--- src/rtl/fdiv_param_if.sv ---
// Handshake and operand/result bundle for the MIX floating-point divider.
// master drives start/abort/operands; slave (the divider) returns status and result.
interface fdiv_param_if #(
  parameter int W = 31
);
  logic         start;
  logic         abort;
  logic [W-1:0] dividend;
  logic [W-1:0] divisor;
  logic         busy;
  logic         done;
  logic [W-1:0] quotient;
  logic         ovf;
  logic         unf;
  logic         dz;

  modport master (
    output start, abort, dividend, divisor,
    input  busy, done, quotient, ovf, unf, dz
  );

  modport slave (
    input  start, abort, dividend, divisor,
    output busy, done, quotient, ovf, unf, dz
  );
endinterface

--- src/rtl/fdiv_param.sv ---
// Parametrised MIX floating-point divider: byte normalisation, radix-2^R digit
// recurrence (R quotient bits per cycle), round-to-nearest ties-away, ovf/unf/dz flags.
module fdiv_param #(
  parameter int BYTE_BITS  = 6,
  parameter int MANT_BYTES = 4,
  parameter int R          = 3   // (MANT_BYTES+2)*BYTE_BITS must be a multiple of R
) (
  input  logic           clk,
  input  logic           rst_n,
  fdiv_param_if.slave    io
);
  localparam int W   = 1 + (MANT_BYTES + 1) * BYTE_BITS;
  localparam int MB  = MANT_BYTES * BYTE_BITS;
  localparam int QB  = (MANT_BYTES + 2) * BYTE_BITS;
  localparam int NIT = QB / R;
  localparam int RW  = MB + R + 1;
  localparam int EW  = BYTE_BITS + 2;
  localparam int CW  = $clog2(NIT + 1);
  localparam int ND  = 1 << R;
  localparam logic [EW-1:0] BIAS = EW'(1 << (BYTE_BITS - 1));

  typedef enum logic [1:0] {S_IDLE, S_NORM, S_ITER, S_FIN} state_t;

  state_t          state_q, state_d;
  logic [CW-1:0]   cnt_q, cnt_d;
  logic [W-1:0]    dvd_q, dvd_d, dvs_q, dvs_d;
  logic [MB-1:0]   ms_q, ms_d;
  logic [RW-1:0]   rem_q, rem_d;
  logic [QB-1:0]   quo_q, quo_d;
  logic [EW-1:0]   exp_q, exp_d;
  logic            sign_q, sign_d, dzero_q, dzero_d, szero_q, szero_d;
  logic [W-1:0]    quotient_q, quotient_d;
  logic            ovf_q, ovf_d, unf_q, unf_d, dz_q, dz_d, done_q, done_d;

  // Shift left by whole bytes until the top byte is nonzero, one exponent step per byte.
  function automatic void norm_op(input  logic [BYTE_BITS-1:0] e_in,
                                  input  logic [MB-1:0]        m_in,
                                  output logic [EW-1:0]        e_out,
                                  output logic [MB-1:0]        m_out);
    m_out = m_in;
    e_out = {2'b00, e_in};
    for (int i = 0; i < MANT_BYTES - 1; i++) begin
      if (m_out[MB-1 -: BYTE_BITS] == '0) begin
        m_out = m_out << BYTE_BITS;
        e_out = e_out - EW'(1);
      end
    end
  endfunction

  logic [EW-1:0] ed_n, es_n;
  logic [MB-1:0] md_n, ms_n;

  always_comb begin
    norm_op(dvd_q[W-2 -: BYTE_BITS], dvd_q[MB-1:0], ed_n, md_n);
    norm_op(dvs_q[W-2 -: BYTE_BITS], dvs_q[MB-1:0], es_n, ms_n);
  end

  // Digit selection: the quotient register also feeds the remaining dividend bits in at its top.
  logic [RW-1:0]   rem_sh, rem_new, sub_k;
  logic [RW-1:0]   mult_k [1:ND-1];
  logic [ND-1:1]   ge;
  logic [R-1:0]    digit;

  assign rem_sh = RW'({rem_q, quo_q[QB-1 -: R]});

  for (genvar gi = 1; gi < ND; gi++) begin : g_mult
    assign mult_k[gi] = RW'(ms_q) * RW'(gi);
    assign ge[gi]     = (rem_sh >= mult_k[gi]);
  end

  always_comb begin
    digit = '0;
    sub_k = '0;
    for (int k = 1; k < ND; k++) begin
      if (ge[k]) begin
        digit = R'(k);
        sub_k = mult_k[k];
      end
    end
    rem_new = rem_sh - sub_k;
  end

  // Final normalise and round; ties-away needs only the round bit, so sticky has no effect.
  logic            top_nz, rnd;
  logic [MB-1:0]   mant_raw, mant_fin;
  logic [MB:0]     mant_rnd;
  logic [EW-1:0]   e_f, e_fin;
  logic [W-1:0]    res;
  logic            res_ovf, res_unf, res_dz;

  always_comb begin
    top_nz = |quo_q[QB-1 -: BYTE_BITS];
    if (top_nz) begin
      mant_raw = quo_q[QB-1 -: MB];
      rnd      = quo_q[QB-MB-1];
      e_f      = exp_q + EW'(1);
    end else begin
      mant_raw = quo_q[QB-BYTE_BITS-1 -: MB];
      rnd      = quo_q[QB-BYTE_BITS-MB-1];
      e_f      = exp_q;
    end
    mant_rnd = {1'b0, mant_raw} + {{MB{1'b0}}, rnd};
    if (mant_rnd[MB]) begin
      mant_fin = MB'(1) << (MB - BYTE_BITS);
      e_fin    = e_f + EW'(1);
    end else begin
      mant_fin = mant_rnd[MB-1:0];
      e_fin    = e_f;
    end
    res     = {sign_q, e_fin[BYTE_BITS-1:0], mant_fin};
    res_ovf = ~e_fin[EW-1] & e_fin[BYTE_BITS];
    res_unf = 1'b0;
    res_dz  = 1'b0;
    if (szero_q) begin
      res     = {sign_q, {(W-1){1'b0}}};
      res_ovf = 1'b1;
      res_dz  = 1'b1;
    end else if (dzero_q) begin
      res     = {sign_q, {(W-1){1'b0}}};
      res_ovf = 1'b0;
    end else if (e_fin[EW-1]) begin
      res     = {sign_q, {(W-1){1'b0}}};
      res_ovf = 1'b1;
      res_unf = 1'b1;
    end
  end

  always_comb begin
    state_d    = state_q;
    cnt_d      = cnt_q;
    dvd_d      = dvd_q;
    dvs_d      = dvs_q;
    ms_d       = ms_q;
    rem_d      = rem_q;
    quo_d      = quo_q;
    exp_d      = exp_q;
    sign_d     = sign_q;
    dzero_d    = dzero_q;
    szero_d    = szero_q;
    quotient_d = quotient_q;
    ovf_d      = ovf_q;
    unf_d      = unf_q;
    dz_d       = dz_q;
    done_d     = 1'b0;
    if (io.abort) begin
      state_d = S_IDLE;
    end else begin
      case (state_q)
        S_IDLE: begin
          if (io.start && !done_q) begin
            dvd_d   = io.dividend;
            dvs_d   = io.divisor;
            state_d = S_NORM;
          end
        end
        S_NORM: begin
          ms_d    = ms_n;
          rem_d   = RW'(md_n >> BYTE_BITS);
          quo_d   = {md_n[BYTE_BITS-1:0], {(QB-BYTE_BITS){1'b0}}};
          exp_d   = ed_n - es_n + BIAS;
          sign_d  = dvd_q[W-1] ^ dvs_q[W-1];
          dzero_d = (dvd_q[MB-1:0] == '0);
          szero_d = (dvs_q[MB-1:0] == '0);
          cnt_d   = '0;
          state_d = S_ITER;
        end
        S_ITER: begin
          rem_d = rem_new;
          quo_d = {quo_q[QB-R-1:0], digit};
          cnt_d = cnt_q + CW'(1);
          if (cnt_q == CW'(NIT - 1)) state_d = S_FIN;
        end
        S_FIN: begin
          quotient_d = res;
          ovf_d      = res_ovf;
          unf_d      = res_unf;
          dz_d       = res_dz;
          done_d     = 1'b1;
          state_d    = S_IDLE;
        end
        default: state_d = S_IDLE;
      endcase
    end
  end

  always_ff @(posedge clk or negedge rst_n) begin
    if (!rst_n) begin
      state_q    <= S_IDLE;
      cnt_q      <= '0;
      dvd_q      <= '0;
      dvs_q      <= '0;
      ms_q       <= '0;
      rem_q      <= '0;
      quo_q      <= '0;
      exp_q      <= '0;
      sign_q     <= 1'b0;
      dzero_q    <= 1'b0;
      szero_q    <= 1'b0;
      quotient_q <= '0;
      ovf_q      <= 1'b0;
      unf_q      <= 1'b0;
      dz_q       <= 1'b0;
      done_q     <= 1'b0;
    end else begin
      state_q    <= state_d;
      cnt_q      <= cnt_d;
      dvd_q      <= dvd_d;
      dvs_q      <= dvs_d;
      ms_q       <= ms_d;
      rem_q      <= rem_d;
      quo_q      <= quo_d;
      exp_q      <= exp_d;
      sign_q     <= sign_d;
      dzero_q    <= dzero_d;
      szero_q    <= szero_d;
      quotient_q <= quotient_d;
      ovf_q      <= ovf_d;
      unf_q      <= unf_d;
      dz_q       <= dz_d;
      done_q     <= done_d;
    end
  end

  // busy also covers the done cycle so a start there is ignored.
  assign io.busy     = (state_q != S_IDLE) | done_q;
  assign io.done     = done_q;
  assign io.quotient = quotient_q;
  assign io.ovf      = ovf_q;
  assign io.unf      = unf_q;
  assign io.dz       = dz_q;
endmodule

--- src/flat_wrapper.sv ---
// flat-port wrapper written by rule: the top's interface ports become plain ports
module fdiv_param_flat 
#(
  parameter int BYTE_BITS  = 6,
  parameter int MANT_BYTES = 4,
  parameter int R          = 3                                                      
)
  (clk, rst_n, io_start, io_abort, io_dividend, io_divisor, io_busy, io_done, io_quotient, io_ovf, io_unf, io_dz);
  fdiv_param_if #(.W((1 + ((4) + 1) * (6)))) io_i ();
  input  logic clk;
  input  logic rst_n;
  input wire logic [$bits(io_i.start)-1:0] io_start;
  input wire logic [$bits(io_i.abort)-1:0] io_abort;
  input wire logic [$bits(io_i.dividend)-1:0] io_dividend;
  input wire logic [$bits(io_i.divisor)-1:0] io_divisor;
  output wire logic [$bits(io_i.busy)-1:0] io_busy;
  output wire logic [$bits(io_i.done)-1:0] io_done;
  output wire logic [$bits(io_i.quotient)-1:0] io_quotient;
  output wire logic [$bits(io_i.ovf)-1:0] io_ovf;
  output wire logic [$bits(io_i.unf)-1:0] io_unf;
  output wire logic [$bits(io_i.dz)-1:0] io_dz;
  assign io_i.start = io_start;
  assign io_i.abort = io_abort;
  assign io_i.dividend = io_dividend;
  assign io_i.divisor = io_divisor;
  assign io_busy = io_i.busy;
  assign io_done = io_i.done;
  assign io_quotient = io_i.quotient;
  assign io_ovf = io_i.ovf;
  assign io_unf = io_i.unf;
  assign io_dz = io_i.dz;
  fdiv_param #(.BYTE_BITS(BYTE_BITS), .MANT_BYTES(MANT_BYTES), .R(R)) u_core (.clk(clk), .rst_n(rst_n), .io(io_i));
endmodule
--- config.mk ---
export PLATFORM = sky130hd
export DESIGN_NAME = fdiv_param_flat
export DESIGN_NICKNAME = d
export VERILOG_FILES = /design/src/rtl/fdiv_param_if.sv /design/src/rtl/fdiv_param.sv /design/src/flat_wrapper.sv
export SDC_FILE = /design/constraint.sdc
export NUM_CORES = 1
export LEC_CHECK = 0
export CAP_MARGIN = 0
export CELL_PAD_IN_SITES_DETAIL_PLACEMENT = 1
export CELL_PAD_IN_SITES_GLOBAL_PLACEMENT = 2
export CORE_ASPECT_RATIO = 1.75
export CORE_MARGIN = 8
export CORE_UTILIZATION = 39
export CTS_CLUSTER_DIAMETER = 80
export DETAILED_ROUTE_END_ITERATION = 6
export GPL_TIMING_DRIVEN = 0
export PLACE_DENSITY = 0.84
export SYNTH_ARGS = -nofsm -noshare
export SYNTH_HDL_FRONTEND = slang
export SYNTH_SLANG_ARGS = --single-unit
--- constraint.sdc ---
create_clock -name clk -period 10.16 [get_ports clk]
set_clock_uncertainty 0.2 [all_clocks]
set_input_delay 1.524 -clock clk [delete_from_list [all_inputs] [get_ports clk]]
set_output_delay 1.524 -clock clk [all_outputs]
set_load 0.02 [all_outputs]
==> flow_summary.yaml, run 1 <==
yosys:
  netlist_area_um2: 20800
  synth_warnings: 0
  ys_async_sr_fraction_pct: 100
  syn_inst: 2428
  yosys_most_used_dff: "dfrtp_1"
  synth.avg_cell_area_um2: 8.56
  ys_seq_elements: 199
  synth_edf_count: 0
  yosysSeqAreaShare_pct: 24.0
  yosysUniqueCellTypes: 84
  synth_nets: 2832
critical_path:
  arrival_ps: 9840
  r2r-end: "u_core.rem_q[23]$_DFFE_PN0P_"
  crit_slowest_cell: "dfrtp_2"
  rrSetupSlack_ps: 460
  critical_path_class: "reg -> reg"
  crit_path_max_incr_delay_ps: 460
  worst_setup_path_start_kind: "register"
  cp.required_ps: 10300
  cp_max_fo: 10
  reg2reg_depth: 40
  endpoint_kind: "register"
  r2r-start: "u_core.ms_q[1]$_DFFE_PN0P_"
  crit_start: "u_core.ms_q[1]$_DFFE_PN0P_"
cells_and_area:
  area_delta_synth_final_pct: 13.9
  final_common_cell: "ha_1"
  fin_nets: 2976
  drive_gt1_share_pct: 8.36
  seqCellArea_um2: 5000
  fillCellCount: 6349
  multi_input_area_um2: 15200
  mostFrequentLayoutCells: "309 x ha_1, 271 x nand2_1, 210 x a21oi_1, 187 x dfrtp_1, 149 x o21ai_0"
  n_antenna_cell: 0
drt:
  dr.pass1.iters: 5
  drc: 0
  drtIter0Drc: 994
  drt-vias-per-instance: 6.11
  via_count: 20000
  routed_wl_um: 82200
  wl_per_cell_um: 25.1
  antenna_left: 0
sta:
  period_needed_ps: 9700
  max_freq_ghz: 0.103
  hold_viol_final: 0
  setup_viol: 0
  setup_tns_ps: 0
  tightest_slew_ps: 1110
  finalMaxSlewViolations: 0
  finalCritPeriodShare_pct: 95.5
  relSlewSlack_pct: 26.0
worst_hold_path:
  hold_end: "u_core.quo_q[1]$_DFFE_PN0P_"
  whs_path_depth: 2
  min_from: "u_core.quo_q[1]$_DFFE_PN0P_"
  min_path_type: "reg -> reg"
floorplan:
  initial_core_util_pct: 39.2
  rows: 112
  num_io_pins: 102
  fp.dieH_um: 321
  core_um2: 53000
  die-area_um2: 61200
  die_w_um: 191
place:
  place_hpwl_um: 66300
  globalplace.congestion: 0.950
  port_buffers: 101
global_route:
  grt_max_degree: 114
  grt_pass1_wl_um: 126000
  antenna_found_initial: 0
  grt_pass1_vias: 21800
  grt_use_total_pct: 26.6
  grt.overflow.total: 0
clock_tree:
  cts_max_path_buffers: 2
  clk_latency_ps: 480
  cts_tree: "yes"
  h-tree-depth: 4
  cts_buffers: 17
  cts.clk_slew.worst_paths_ps: 80
  cts.sinks: 199
  root_buffer: "clkbuf_16"
run_status:
  status: "finished, final reports clean"
run:
  max_cap_violations: 0
## what timing repair did
item	4_1_cts	5_1_grt
resized for setup	42	36
setup buffers	9	15
endpoints found under the setup margin	20	12
gates cloned	0	0
hold buffers	0	0
pin swaps	4	9
## cells in the mapped netlist (28+ instances only)
library cell	count	share of area [%]
a22o_1	35	1.5
dfrtp_1	199	24
nand2b_1	32	0.96
nand3_1	73	1.8
xor2_1	71	3.0
o21ai_0	157	3.8
a221oi_1	34	1.4
nand4_1	37	1.1
mux2_2	67	3.6
a21o_1	70	2.5
inv_1	92	1.7
nand2_1	271	4.9
ha_1	310	19
xnor2_1	84	3.5
a21oi_1	213	5.1
nor2b_1	29	0.87
fa_1	28	2.7
mux2i_1	28	1.3
nor3_1	41	0.99
clkbuf_1	83	1.5
nor2_1	111	2.0
## stage by stage
stage / util [%] / instances / instance area [um^2] / setup WS (ps) / hold WS [ps]
floorplan: - / 2428 / 20800 / 1490 / 240
global placement: 42.8 / 3213 / 22700 / -1570 / 250
detailed placement: 42.8 / 3214 / 22700 / -1690 / 264
CTS: 44.3 / 3254 / 23500 / 35.7 / 300
global route: 44.7 / 3268 / 23700 / -67.1 / 320
finish: 44.7 / 3268 / 23700 / 461 / 290
## routing by layer
layer | track usage (%) | wire length [um]
met1 | 28.1 | 30400
met2 | 48.1 | 42300
met3 | 3.45 | 3040
met4 | 18.8 | 6490
met5 | 0 | 0
## critical path, delay by kind of cell, from the launching register on
family          cells  cell delay, ps
compound gates     23            4910
xor+xnor            1             150
fa+ha+maj           5            1480
buf+inv             4             940
flops               1             460
mux                 1             230
simple gates        6            1170
## state kept, by name, summed over array words and instances (netlist names)
register            cells
u_core.cnt_q            4
u_core.szero_q          1
u_core.rem_q           25
u_core.dzero_q          1
u_core.io.ovf           1
u_core.io.dz            1
u_core.io.done          1
u_core.dvd_q           31
u_core.state_q          2
u_core.io.quotient     31
u_core.exp_q            8
u_core.dvs_q           31
u_core.sign_q           1
u_core.io.unf           1
u_core.quo_q           36
u_core.ms_q            24
## how the worst max path moves through the flow
stage,endpoint
finish,u_core.rem_q[23]$_DFFE_PN0P_
global route,u_core.rem_q[23]$_DFFE_PN0P_
CTS,u_core.rem_q[23]$_DFFE_PN0P_
detailed placement,u_core.rem_q[23]$_DFFE_PN0P_
global placement,u_core.rem_q[23]$_DFFE_PN0P_
floorplan,u_core.rem_q[23]$_DFFE_PN0P_
## cell type report
| class | instances | share of cell area (%) |
|---|---|---|
| multi-input combinational | 2034 | 64.3 |
| sequential | 199 | 21.1 |
| timing repair buffer | 126 | 5.17 |
| tap | 684 | 3.61 |
| buffer | 102 | 1.82 |
| clock buffer | 18 | 1.81 |
| inverter | 92 | 1.46 |
| clock inverter | 13 | 0.655 |
## kinds of logic after synthesis
family	share of synthesized area [%]
multiplexers	4.98
XOR/XNOR	6.64
buffers and inverters	3.68
adder cells (fa/ha/maj)	21.5
AO/OA/AOI/OAI	22.1
flip-flops	24.0
AND/OR/NAND/NOR	17.1
Power of run 1 is not shown: default switching activity piles up to over one toggle a cycle in this logic, so the estimate is an artifact.
==> inputs of run 2 (changes only) <==
CORE_MARGIN = default   (was 8)
==> run 2 against run 1 <==
Compared with the run above: via count down 0.20%; design area down 0.17%; first-iteration DRC count down 8.9%; sequential cell count unchanged; utilization up 0.32 points; register-to-register slack worse by 50 ps; global-route usage up 3.1 points; count of clock-buffer cells in the layout down 1; final cell count down 0.37%; sequential share of layout area about the same; worst setup slack worse by 49 ps; critical endpoint unchanged.
==> flow_summary.yaml, run 2 (synthesis gave the netlist of run 1 again) <==
run_status:
  status: "finished, final reports clean"
sta:
  relSlewSlack_pct: 22.4
  finalMaxSlewViolations: 0
  hold_viol_final: 0
  max_freq_ghz: 0.103
  tightest_slew_ps: 1160
  setup_viol: 0
  period_needed_ps: 9750
  finalCritPeriodShare_pct: 96.0
run:
  max_cap_violations: 0
worst_hold_path:
  min_path_type: "reg -> reg"
drt:
  wl_per_cell_um: 24.2
  routed_wl_um: 78800
  drtIter0Drc: 906
  via_count: 19900
  drc: 0
  drt-vias-per-instance: 6.12
  dr.pass1.iters: 5
  antenna_left: 0
cells_and_area:
  area_delta_synth_final_pct: 13.7
  fillCellCount: 6325
  final_util_pct: 45.0
  final_common_cell: "ha_1"
  fin_nets: 2970
  n_antenna_cell: 0
  drive_gt1_share_pct: 8.11
  mostFrequentLayoutCells: "309 x ha_1, 270 x nand2_1, 210 x a21oi_1, 187 x dfrtp_1, 151 x o21ai_0"
  largest_reg_flops: 36
  regMostFlops: "u_core.quo_q"
clock_tree:
  cts_max_path_buffers: 2
  cts.sinks: 199
  h-tree-depth: 4
  clk_latency_ps: 470
  ctsHoldBuffers: 0
  cts.clk_slew.worst_paths_ps: 80
  cts_tree: "yes"
  root_buffer: "clkbuf_16"
  cts_buffers: 17
floorplan:
  die_w_um: 177
  core_um2: 52500
  initial_core_util_pct: 39.6
  num_io_pins: 102
  die-area_um2: 54300
  rows: 111
  fp.dieH_um: 307
critical_path:
  arrival_ps: 9900
  critical_path_class: "reg -> reg"
  endpoint_kind: "register"
  critical_path.most_common_cell: "o21ai_0"
  cp.required_ps: 10310
  worst_setup_path_start_kind: "register"
  cp_max_fo: 11
  crit_path_max_incr_delay_ps: 550
  crit_slowest_cell: "dfrtp_2"
global_route:
  grt_pass1_wl_um: 123000
  met1_usage_pct: 32.8
  grt_use_met2_pct: 53.5
  grt.overflow.total: 0
  grt_use_met3_pct: 2.49
  grt_most_used_layer: "met2"
  grt_pass1_vias: 21500
  grt_use_total_pct: 29.7
  antenna_found_initial: 0
  grt_max_degree: 119
place:
  globalplace.congestion: 0.978
  place_hpwl_um: 64100
  port_buffers: 101
==> run 2: final timing paths <==
kind                                        startpoint                            to  slack (ps)  cells after the start
hold / removal             u_core.quo_q[4]$_DFFE_PN0P_   u_core.quo_q[4]$_DFFE_PN0P_         280                      2
max in group asynchronous                        rst_n  u_core.quo_q[33]$_DFFE_PN0P_        7920                      2
min in group asynchronous                        rst_n   u_core.exp_q[7]$_DFFE_PN0P_         790                      1
setup reg to reg            u_core.ms_q[0]$_DFFE_PN0P_  u_core.rem_q[23]$_DFFE_PN0P_         410                     37
hold reg to reg            u_core.quo_q[4]$_DFFE_PN0P_   u_core.quo_q[4]$_DFFE_PN0P_         280                      2
setup / recovery            u_core.ms_q[0]$_DFFE_PN0P_  u_core.rem_q[23]$_DFFE_PN0P_         410                     37
==> run 2: layout make-up <==
| cell class | count | area, um^2 | area share, % |
|---|---|---|---|
| Buffer | 103 | 428 | 1.81 |
| Clock buffer | 17 | 425 | 1.80 |
| Clock inverter | 14 | 180 | 0.762 |
| Inverter | 92 | 349 | 1.48 |
| Multi-Input combinational cell | 2034 | 15200 | 64.4 |
| Sequential cell | 199 | 5000 | 21.2 |
| Tap cell | 678 | 848 | 3.59 |
| Timing Repair Buffer | 119 | 1180 | 5.01 |
==> run 2: critical path, delay by kind of cell (launching register included) <==
kind	cells	cell delay [ps]
AO/OA/AOI/OAI	22	4670
XOR/XNOR	1	520
adder cells (fa/ha/maj)	5	1890
buffers and inverters	3	710
flip-flops	1	550
multiplexers	1	200
AND/OR/NAND/NOR	5	850
==> run 2: per-stage QoR <==
step	setup slack [ps]	TNS (ps)	hold slack [ps]	std cells	cell area, um^2
floorplan	1490	0	240	2428	20800
global placement	-1250	-242150	256	3207	22600
detailed placement	-1540	-15570	264	3208	22700
CTS	71.7	0	287	3245	23500
global route	-14.7	-14.7	321	3256	23600
finish	411	0	280	3256	23600
==> run 2: metal layers <==
| metal | wire length [um] | up-vias |
|---|---|---|
| met5 | 0 | - |
| met4 | 5960 | 0 |
| met3 | 2520 | 231 |
| met2 | 40300 | 532 |
| met1 | 30000 | 9947 |
| li1 | - | 9211 |
==> run 2: repair_timing <==
| action | in CTS | in global routing |
|---|---|---|
| pin swaps | 1 | 4 |
| setup buffers | 6 | 11 |
| setup endpoints to repair | 17 | 12 |
| cloned | 0 | 0 |
| resized for setup | 37 | 32 |
| hold endpoints to repair | 0 | 0 |
Power of run 2 is left out for the same reason.
